<file path="src/rtl/quant_sched.sv">
// quant_sched: round-robin front end for one shared module_quant datapath.
// Grants one accumulator per cycle, drives the channel's scale/shift/zero_point
// alongside it, follows the datapath latency with a tag pipe and buffers the
// int4 results in a small FIFO. Credit covers tags plus FIFO entries, so the
// FIFO cannot overflow even when the consumer stalls.
module quant_sched #(
   parameter int NREQ  = 4,
   parameter int CH_W  = 2,
   parameter int LAT   = 2,
   parameter int DEPTH = 4
) (
   input  logic                 clk,
   input  logic                 rst,
   input  logic                 cfg_we,
   input  logic [CH_W-1:0]      cfg_addr,
   input  logic [15:0]          cfg_scale,
   input  logic [3:0]           cfg_shift,
   input  logic [3:0]           cfg_zp,
   input  logic [NREQ-1:0]      req_valid,
   input  logic [NREQ*15-1:0]   req_data,
   output logic [NREQ-1:0]      req_ready,
   input  logic                 flush,
   output logic [14:0]          q_acc,
   output logic [15:0]          q_scale,
   output logic [3:0]           q_shift,
   output logic [3:0]           q_zp,
   input  logic [3:0]           q_result,
   output logic                 out_valid,
   output logic [3:0]           out_data,
   output logic [CH_W-1:0]      out_ch,
   input  logic                 out_ready,
   output logic                 busy
);
   localparam int PTR_W = (DEPTH > 1) ? $clog2(DEPTH) : 1;
   localparam int CNT_W = $clog2(DEPTH + 1);
   localparam int INF_W = $clog2(DEPTH + LAT + 1);

   typedef enum logic [1:0] {IDLE = 2'd0, RUN = 2'd1, FLUSH = 2'd2} state_t;

   state_t            state_q, state_d;
   logic [CH_W-1:0]   rr_q, rr_d;
   logic [15:0]       tbl_scale_q [NREQ];
   logic [15:0]       tbl_scale_d [NREQ];
   logic [3:0]        tbl_shift_q [NREQ];
   logic [3:0]        tbl_shift_d [NREQ];
   logic [3:0]        tbl_zp_q [NREQ];
   logic [3:0]        tbl_zp_d [NREQ];
   logic [14:0]       q_acc_q, q_acc_d;
   logic [15:0]       q_scale_q, q_scale_d;
   logic [3:0]        q_shift_q, q_shift_d;
   logic [3:0]        q_zp_q, q_zp_d;
   logic [LAT-1:0]    tag_vld_q, tag_vld_d;
   logic [CH_W-1:0]   tag_ch_q [LAT];
   logic [CH_W-1:0]   tag_ch_d [LAT];
   logic [3:0]        fifo_data_q [DEPTH];
   logic [3:0]        fifo_data_d [DEPTH];
   logic [CH_W-1:0]   fifo_ch_q [DEPTH];
   logic [CH_W-1:0]   fifo_ch_d [DEPTH];
   logic [PTR_W-1:0]  wr_ptr_q, wr_ptr_d, rd_ptr_q, rd_ptr_d;
   logic [CNT_W-1:0]  cnt_q, cnt_d;

   logic [14:0]       req_acc [NREQ];
   logic [CH_W-1:0]   arb_idx [NREQ];
   logic [NREQ-1:0]   grant;
   logic              grant_any;
   logic [CH_W-1:0]   grant_ch;
   logic [INF_W-1:0]  inflight;
   logic              issue_ok;
   logic              push, pop;

   function automatic logic [PTR_W-1:0] ptr_inc(input logic [PTR_W-1:0] p);
      return (p == PTR_W'(DEPTH - 1)) ? '0 : p + 1'b1;
   endfunction

   // Unpack the accumulator bus and precompute the search order from the pointer.
   generate
      for (genvar gi = 0; gi < NREQ; gi++) begin : g_req
         assign req_acc[gi] = req_data[15*gi +: 15];
         assign arb_idx[gi] = CH_W'((int'(rr_q) + gi) % NREQ);
      end
   endgenerate

   // Results still owed to the FIFO: tags in the pipe plus stored entries.
   always_comb begin
      inflight = INF_W'(cnt_q);
      for (int i = 0; i < LAT; i++) begin
         inflight = inflight + INF_W'(tag_vld_q[i]);
      end
   end

   assign issue_ok = (inflight < INF_W'(DEPTH)) && (state_q != FLUSH);

   // Round-robin search: first valid requester at or after the pointer.
   always_comb begin
      grant_any = 1'b0;
      grant_ch  = '0;
      grant     = '0;
      if (issue_ok) begin
         for (int i = 0; i < NREQ; i++) begin
            if (!grant_any && req_valid[arb_idx[i]]) begin
               grant_any = 1'b1;
               grant_ch  = arb_idx[i];
            end
         end
      end
      if (grant_any) begin
         grant[grant_ch] = 1'b1;
      end
   end

   // Nothing may transfer while reset is held, even though the pipe looks empty.
   assign req_ready = rst ? '0 : grant;

   // Parameter table write; an issue in the same cycle still sees the old entry.
   always_comb begin
      for (int i = 0; i < NREQ; i++) begin
         tbl_scale_d[i] = tbl_scale_q[i];
         tbl_shift_d[i] = tbl_shift_q[i];
         tbl_zp_d[i]    = tbl_zp_q[i];
      end
      if (cfg_we) begin
         tbl_scale_d[cfg_addr] = cfg_scale;
         tbl_shift_d[cfg_addr] = cfg_shift;
         tbl_zp_d[cfg_addr]    = cfg_zp;
      end
   end

   // Issue register: operands for module_quant, held when nothing is granted.
   always_comb begin
      q_acc_d   = q_acc_q;
      q_scale_d = q_scale_q;
      q_shift_d = q_shift_q;
      q_zp_d    = q_zp_q;
      rr_d      = rr_q;
      if (grant_any) begin
         q_acc_d   = req_acc[grant_ch];
         q_scale_d = tbl_scale_q[grant_ch];
         q_shift_d = tbl_shift_q[grant_ch];
         q_zp_d    = tbl_zp_q[grant_ch];
         rr_d      = (grant_ch == CH_W'(NREQ - 1)) ? '0 : grant_ch + 1'b1;
      end
   end

   // Tag pipe: the last stage lines up with q_result from the datapath.
   always_comb begin
      tag_vld_d = '0;
      for (int i = 0; i < LAT; i++) begin
         tag_ch_d[i] = '0;
      end
      tag_vld_d[0] = grant_any;
      tag_ch_d[0]  = grant_ch;
      for (int i = 1; i < LAT; i++) begin
         tag_vld_d[i] = tag_vld_q[i-1];
         tag_ch_d[i]  = tag_ch_q[i-1];
      end
   end

   assign push      = tag_vld_q[LAT-1];
   assign out_valid = (cnt_q != '0);
   assign pop       = out_valid && out_ready;
   assign out_data  = fifo_data_q[rd_ptr_q];
   assign out_ch    = fifo_ch_q[rd_ptr_q];

   // Output FIFO: capture on tag exit, pop on handshake.
   always_comb begin
      for (int i = 0; i < DEPTH; i++) begin
         fifo_data_d[i] = fifo_data_q[i];
         fifo_ch_d[i]   = fifo_ch_q[i];
      end
      wr_ptr_d = wr_ptr_q;
      rd_ptr_d = rd_ptr_q;
      cnt_d    = cnt_q;
      if (push) begin
         fifo_data_d[wr_ptr_q] = q_result;
         fifo_ch_d[wr_ptr_q]   = tag_ch_q[LAT-1];
         wr_ptr_d              = ptr_inc(wr_ptr_q);
      end
      if (pop) begin
         rd_ptr_d = ptr_inc(rd_ptr_q);
      end
      if (push && !pop) begin
         cnt_d = cnt_q + 1'b1;
      end else if (!push && pop) begin
         cnt_d = cnt_q - 1'b1;
      end
   end

   // Control FSM: FLUSH blocks grants but lets everything in flight drain.
   always_comb begin
      state_d = state_q;
      case (state_q)
         IDLE:    if (grant_any) state_d = RUN;
         RUN: begin
            if (flush) begin
               state_d = FLUSH;
            end else if (inflight == '0 && !grant_any) begin
               state_d = IDLE;
            end
         end
         FLUSH:   if (inflight == '0 && !flush) state_d = IDLE;
         default: state_d = IDLE;
      endcase
   end

   assign busy    = (state_q != IDLE);
   assign q_acc   = q_acc_q;
   assign q_scale = q_scale_q;
   assign q_shift = q_shift_q;
   assign q_zp    = q_zp_q;

   // State registers; reset drops anything in flight immediately.
   always_ff @(posedge clk or posedge rst) begin
      if (rst) begin
         state_q   <= IDLE;
         rr_q      <= '0;
         q_acc_q   <= '0;
         q_scale_q <= '0;
         q_shift_q <= '0;
         q_zp_q    <= '0;
         tag_vld_q <= '0;
         wr_ptr_q  <= '0;
         rd_ptr_q  <= '0;
         cnt_q     <= '0;
         for (int i = 0; i < NREQ; i++) begin
            tbl_scale_q[i] <= '0;
            tbl_shift_q[i] <= '0;
            tbl_zp_q[i]    <= '0;
         end
         for (int i = 0; i < LAT; i++) begin
            tag_ch_q[i] <= '0;
         end
         for (int i = 0; i < DEPTH; i++) begin
            fifo_data_q[i] <= '0;
            fifo_ch_q[i]   <= '0;
         end
      end else begin
         state_q   <= state_d;
         rr_q      <= rr_d;
         q_acc_q   <= q_acc_d;
         q_scale_q <= q_scale_d;
         q_shift_q <= q_shift_d;
         q_zp_q    <= q_zp_d;
         tag_vld_q <= tag_vld_d;
         wr_ptr_q  <= wr_ptr_d;
         rd_ptr_q  <= rd_ptr_d;
         cnt_q     <= cnt_d;
         for (int i = 0; i < NREQ; i++) begin
            tbl_scale_q[i] <= tbl_scale_d[i];
            tbl_shift_q[i] <= tbl_shift_d[i];
            tbl_zp_q[i]    <= tbl_zp_d[i];
         end
         for (int i = 0; i < LAT; i++) begin
            tag_ch_q[i] <= tag_ch_d[i];
         end
         for (int i = 0; i < DEPTH; i++) begin
            fifo_data_q[i] <= fifo_data_d[i];
            fifo_ch_q[i]   <= fifo_ch_d[i];
         end
      end
   end
endmodule

</file>
<file path="config.mk">
export PLATFORM = sky130hd
export DESIGN_NAME = quant_sched
export DESIGN_NICKNAME = d
export VERILOG_FILES = /design/src/rtl/quant_sched.sv
export SDC_FILE = /design/constraint.sdc
export NUM_CORES = 1
export LEC_CHECK = 0
export ABC_AREA = 1
export CAP_MARGIN = 40
export CORE_MARGIN = 1
export CORE_UTILIZATION = 54
export DETAILED_ROUTE_END_ITERATION = 12
export PLACE_DENSITY = 0.81
export SYNTH_ARGS = -nofsm -noshare
export SYNTH_HDL_FRONTEND = slang
export SYNTH_SLANG_ARGS = --single-unit
</file>
<file path="constraint.sdc">
create_clock -name clk -period 8.5 [get_ports clk]
set_clock_uncertainty 0.2 [all_clocks]
set_input_delay 1.7 -clock clk [delete_from_list [all_inputs] [get_ports clk]]
set_output_delay 1.7 -clock clk [all_outputs]
set_load 0.005 [all_outputs]
</file>
# [Yosys cells after proc, flatten, opt, wreduce, memory -nomap -nowiden]
# Cells that the tools add are included.
[classes] n_mux=66 reduce_logical=25 n_eq_ne=9 add_sub_neg=10 n_lt_le_gt_ge=13 bitwise=4
[op_table] operator="$bwmux 64" n=1
[op_table] operator="$bwmux 16" n=3
[op_table] operator="$mux 16" n=3
[op_table] operator="$mux 4" n=10
[op_table] operator="$bmux 16 s2" n=1
[op_table] operator="$demux 16 s2" n=1
[op_table] operator="$bmux 15 s2" n=1
[op_table] operator="$mux 15" n=2
[op_table] operator="$mux 2" n=15
[op_table] operator="$bmux 4 s2" n=3
[op_table] operator="$demux 4 s2" n=2
[op_table] operator="$lt 2x3->1 const B" n=5
[op_table] operator="$mux 1" n=13
[op_table] operator="$ge 3x3->1 const B" n=4
[op_table] operator="$logic_and 1x1->1" n=12
[op_table] operator="$not 2->3" n=4
[op_table] operator="$add 2x1->2 const B" n=4
[op_table] operator="$bmux 1 s2" n=4
[op_table] operator="$bwmux 8" n=1
[op_table] operator="$eq 2x2->1 const B" n=4
[op_table] operator="$logic_not 1->1" n=7
[op_table] operator="$add 3x1->3" n=2
[op_table] operator="$lt 3x1->1 const B" n=2
[op_table] operator="$mux 3" n=2
[op_table] operator="17 further kinds" n=21
[word_totals] regBits=176 out_inout_bits=51

# [Depth between registers and ports, before layout]
[logic_depth] depth_word=23 depth_mapped=16

# [Least setup slack after synthesis]
# OpenSTA, ideal clock, no wires.
[synth_timing] path_kind="input -> output" startpoint="in req_valid[3]" endpoint="out req_ready[0]" t_arrival_ps=2949 path_stages=13 t_required_ps=6600 path_buffers=2 slack_ps=3651 path_cell_list="inv_1 -> nand2_1 -> nand3_2 -> nand2_2 -> nor2_4 -> nand3_1 -> nand2_2 -> nand3_2 -> buf_6 -> buf_6 -> ha_1 -> nand2_1 -> nor2_1"
[synth_via] elab_chain_len=22 elab_cells_between_ends=34
[synth_rtl] element="from (decl)" line_no="19" text="input logic [NREQ-1:0] req_valid,"
[synth_rtl] element="$bmux 1 s2" line_no="100" text="if (!grant_any && req_valid[arb_idx[i]]) begin"
[synth_rtl] element="$mux 1 (implied by the code)" line_no="100"
[synth_rtl] element="$mux 1" line_no="100"
[synth_rtl] element="$mux 1" line_no="98" text="if (issue_ok) begin"
[synth_rtl] element="$logic_not 1->1" line_no="100"
[synth_rtl] element="$logic_and 1x1->1" line_no="100"
[synth_rtl] element="$mux 1" line_no="100"
[synth_rtl] element="$mux 1" line_no="98"
[synth_rtl] element="[6 not listed]"
[synth_rtl] element="$mux 2" line_no="100"
[synth_rtl] element="$mux 2" line_no="98"
[synth_rtl] element="$lt 2x3->1 (implied by the code) or $ge 2x1->1 (tied branches)" line_no="107" text="grant[grant_ch] = 1'b1;"
[synth_rtl] element="$logic_and 1x1->1 (implied by the code)" line_no="107"
[synth_rtl] element="$mux 1 (implied by the code)" line_no="107"
[synth_rtl] element="$demux 1 s2" line_no="107"
[synth_rtl] element="$mux 4 (*)" line_no="106" text="if (grant_any) begin"
[synth_rtl] element="$mux 4 (*)" line_no="112" text="assign req_ready = rst ? '0 : grant;"
[synth_rtl] element="to (decl)" line_no="21" text="output logic [NREQ-1:0] req_ready,"
# Every way passes the cells marked *; elsewhere a longest branch is shown, timed or not. The select of a mux whose other input is x is not followed.

# [Final worst setup path]
# Ends and elaborated chain as after synthesis.

==> run metrics <==
CP Launch Type primary input; Req. time, crit path 6.60 ns; most common cell after layout, fill and taps aside nand2_1; final wirelength roughly 23 mm; Ant. Diodes 0; io pins 150; final hold violations 0; post-DP HPWL between 10 and 15 mm; Synth Instances 1241; Initial Utilization between 50% and 60%; most frequent cells in the layout 401 x nand2_1, 212 x inv_1, 176 x dfrtp_1, 149 x clkdlybuf4s50_1, 136 x o21ai_0; fin crit share approximately 75%; Slew HR about two fifths; crit path capture type output pin; TritonCTS clock tree yes; Syn Nets around 1400; Setup Crit Path Kind primary input to output pin; Die W roughly 130 µm; Hold/Removal Path Class register to register; Critical Path Max Stage Delay approximately 0.45 ns; crit-path max FO between 40 and 50; fraction of layout cells with a size suffix above 1 4.71%; P&R area growth vs syn 24.2%; vias approximately 8400; Area contributors post-synth dfrtp_1 48%, nand2_1 16%, inv_1 8.7%, o21ai_0 7.4%, nand4_1 5.3%; Synth Register Bits approximately 180; CP max stage cell clkdlybuf4s50_1; worst vdd ir around 0.26 mV; final setup fails 0; CTS max path bufs 2; CP Cell Sequence clkdlybuf4s50_1 -> inv_1 -> nand2_1 -> nand3_2 -> nand2_2 -> nor2_4 -> nand3_1 -> nand2_2 -> nand3_4 -> buf_12 -> ha_1 -> nand2_1 -> nor2_1 -> clkdlybuf4s50_1; GR Util met3 between 4 and 5%; postcts setup bufs 0; Root Driver clkbuf_16; P_leak 5.99 nW; H-tree depth 4; post-synth cell types 30; first-pass GRT wire length a little under 40 mm; Placed Area roughly 11000 µm²; First DRT Iteration DRCs 743; num rows 47; met1 usage between 30% and 40%; Peak Freq approximately 0.16 GHz; vias per cell approximately 5.3; CTS buffer count 17; max-slew violation count 0; GR Overflow Total 0; outcome completed; GR Util met2 47.6%; Max-Cap Viols 0; die height around 130 µm; Hold Buf Count CTS 0; Avg WL per Cell approximately 14 µm; syn_area_per_cell between 7 and 8 µm²; unrepaired setup endpoints after global routing no; number of global-route vias before repair roughly 8000; Nets approximately 1500; Core Area about 17000 µm²; R2R Setup Slk just over 5 ns; R2R cell count 16; fin area between 10000 and 15000 µm²; R2R Path End q_scale[4]; Detailed Routing Iterations Pass 1 5; register area share after synthesis just under 50%; post-synth top area cell dfrtp_1; Cell Pwr Density approximately 410 nW/µm²; Port Buf Inserts about 150; GPL Wtd Cong ~0.86; CTS sink cnt between 150 and 200; Setup TNS Final 0 ns; largest net degree at the start of global routing 88; clk_lat worst skew approximately 0.44 ns; Total GRT Usage a little over a quarter; Worst Tran Pin Value ~0.9 ns; Period minus WS final ~6.4 ns; yosys synthesis warning count 0; Post-route DRC 0; grt peak-use layer met2; PostCTS Resize Cnt 0; die area 17500 µm²; Clk pin slew, worst setup/hold paths approximately 0.07 ns; Critical Path Sink req_ready[0]; post-synth top area share about half; Worst Setup SP req_valid[3]; RR Startpoint tag_vld_q[1]; initial antenna violation count 0; antenna-violating nets left 0; synthesized cell area 9170 µm²; Worst EP arrival between 4 and 5 ns
-- per-layer routing --
layer	vias to the layer above	wire length [µm]
li1	4117	-
met1	3943	9590
met2	330	11400
met3	46	1340
met4	0	522
met5	-	0
-- kinds of logic after synthesis --
| kind of cell | after synthesis | share of synthesized area, % |
|---|---|---|
| xor gates and xnor gates | 3 | 0.287 |
| DFF | 176 | 48.0 |
| buffers and inverters | 294 | 13.0 |
| AOI/OAI and AO/OA | 152 | 8.46 |
| and+or+nand+nor | 606 | 28.7 |
| adders and majority gates | 10 | 1.53 |
-- per-stage QoR --
step | power (W) | utilization [%] | hold slack [ns] | cells | setup WS, ns
after floorplan | 0.00307 | - | 0.131 | 1241 | 1.83
after global placement | 0.00371 | 64.2 | 0.134 | 1541 | 1.96
after detailed placement | 0.00385 | 65.2 | 0.154 | 1548 | 2.19
after CTS | 0.00463 | 68.7 | 0.170 | 1580 | 2.18
after global routing | 0.00501 | 68.7 | 0.176 | 1580 | 1.96
final | 0.00462 | 68.7 | 0.167 | 1580 | 2.13
-- where the power goes --
group          switching [W]  internal, W
clock network       0.000364     0.000390
registers           0.000163      0.00111
logic                0.00165     0.000952
-- state kept, by name, summed over array words and instances, names as in the netlist --
| name | flops |
|---|---|
| tag_ch_d | 2 |
| q_acc | 15 |
| tbl_scale_q | 64 |
| tag_ch_q | 2 |
| q_shift | 4 |
| wr_ptr_q | 2 |
| state_q | 2 |
| cnt_q | 3 |
| tbl_zp_q | 16 |
| q_zp | 4 |
| q_scale | 16 |
| rr_q | 2 |
| tag_vld_q | 2 |
| fifo_data_q | 16 |
| tbl_shift_q | 16 |
| rd_ptr_q | 2 |
| fifo_ch_q | 8 |
-- final cells by class --
class | count | area, µm²
Clock buffer | 17 | 425
Clock inverter | 15 | 140
Tap cell | 220 | 275
Sequential cell | 176 | 4400
Inverter | 217 | 820
Fill cell | 1317 | 5200
Timing Repair Buffer | 164 | 1720
Multi-Input combinational cell | 771 | 3600
-- cell usage after synthesis (all sizes together) --
library cell / number
nand2: 407
inv: 216
dfrtp: 176
o21ai: 137
nand3: 91
nand4: 78
clkbuf: 46
buf: 31
nor2: 25
ha: 8
a21oi: 7
o22ai: 6
nor3: 3
fa: 2
xor2: 2
a31oi: 1
clkinv: 1
nand3b: 1
nor3b: 1
o31ai: 1
xnor2: 1
-- worst min-delay path by stage --
stage / from / to / slack [ns] / cells after the start
floorplan: tag_ch_d[0] / tag_ch_q[0] / 0.13 / 0
global placement: tag_ch_d[1] / tag_ch_q[1] / 0.13 / 0
detailed placement: tag_ch_d[1] / tag_ch_q[1] / 0.15 / 0
CTS: tag_ch_d[1] / tag_ch_q[1] / 0.17 / 0
global route: tag_ch_d[1] / tag_ch_q[1] / 0.18 / 0
finish: tag_ch_d[1] / tag_ch_q[1] / 0.17 / 0
-- critical path, delay by kind of cell --
family | cells | cell delay [ns]
buffers and inverters | 4 | 1.33
adders and majority gates | 1 | 0.22
and+or+nand+nor | 9 | 1.20
Power figures use the tool's default switching activity.
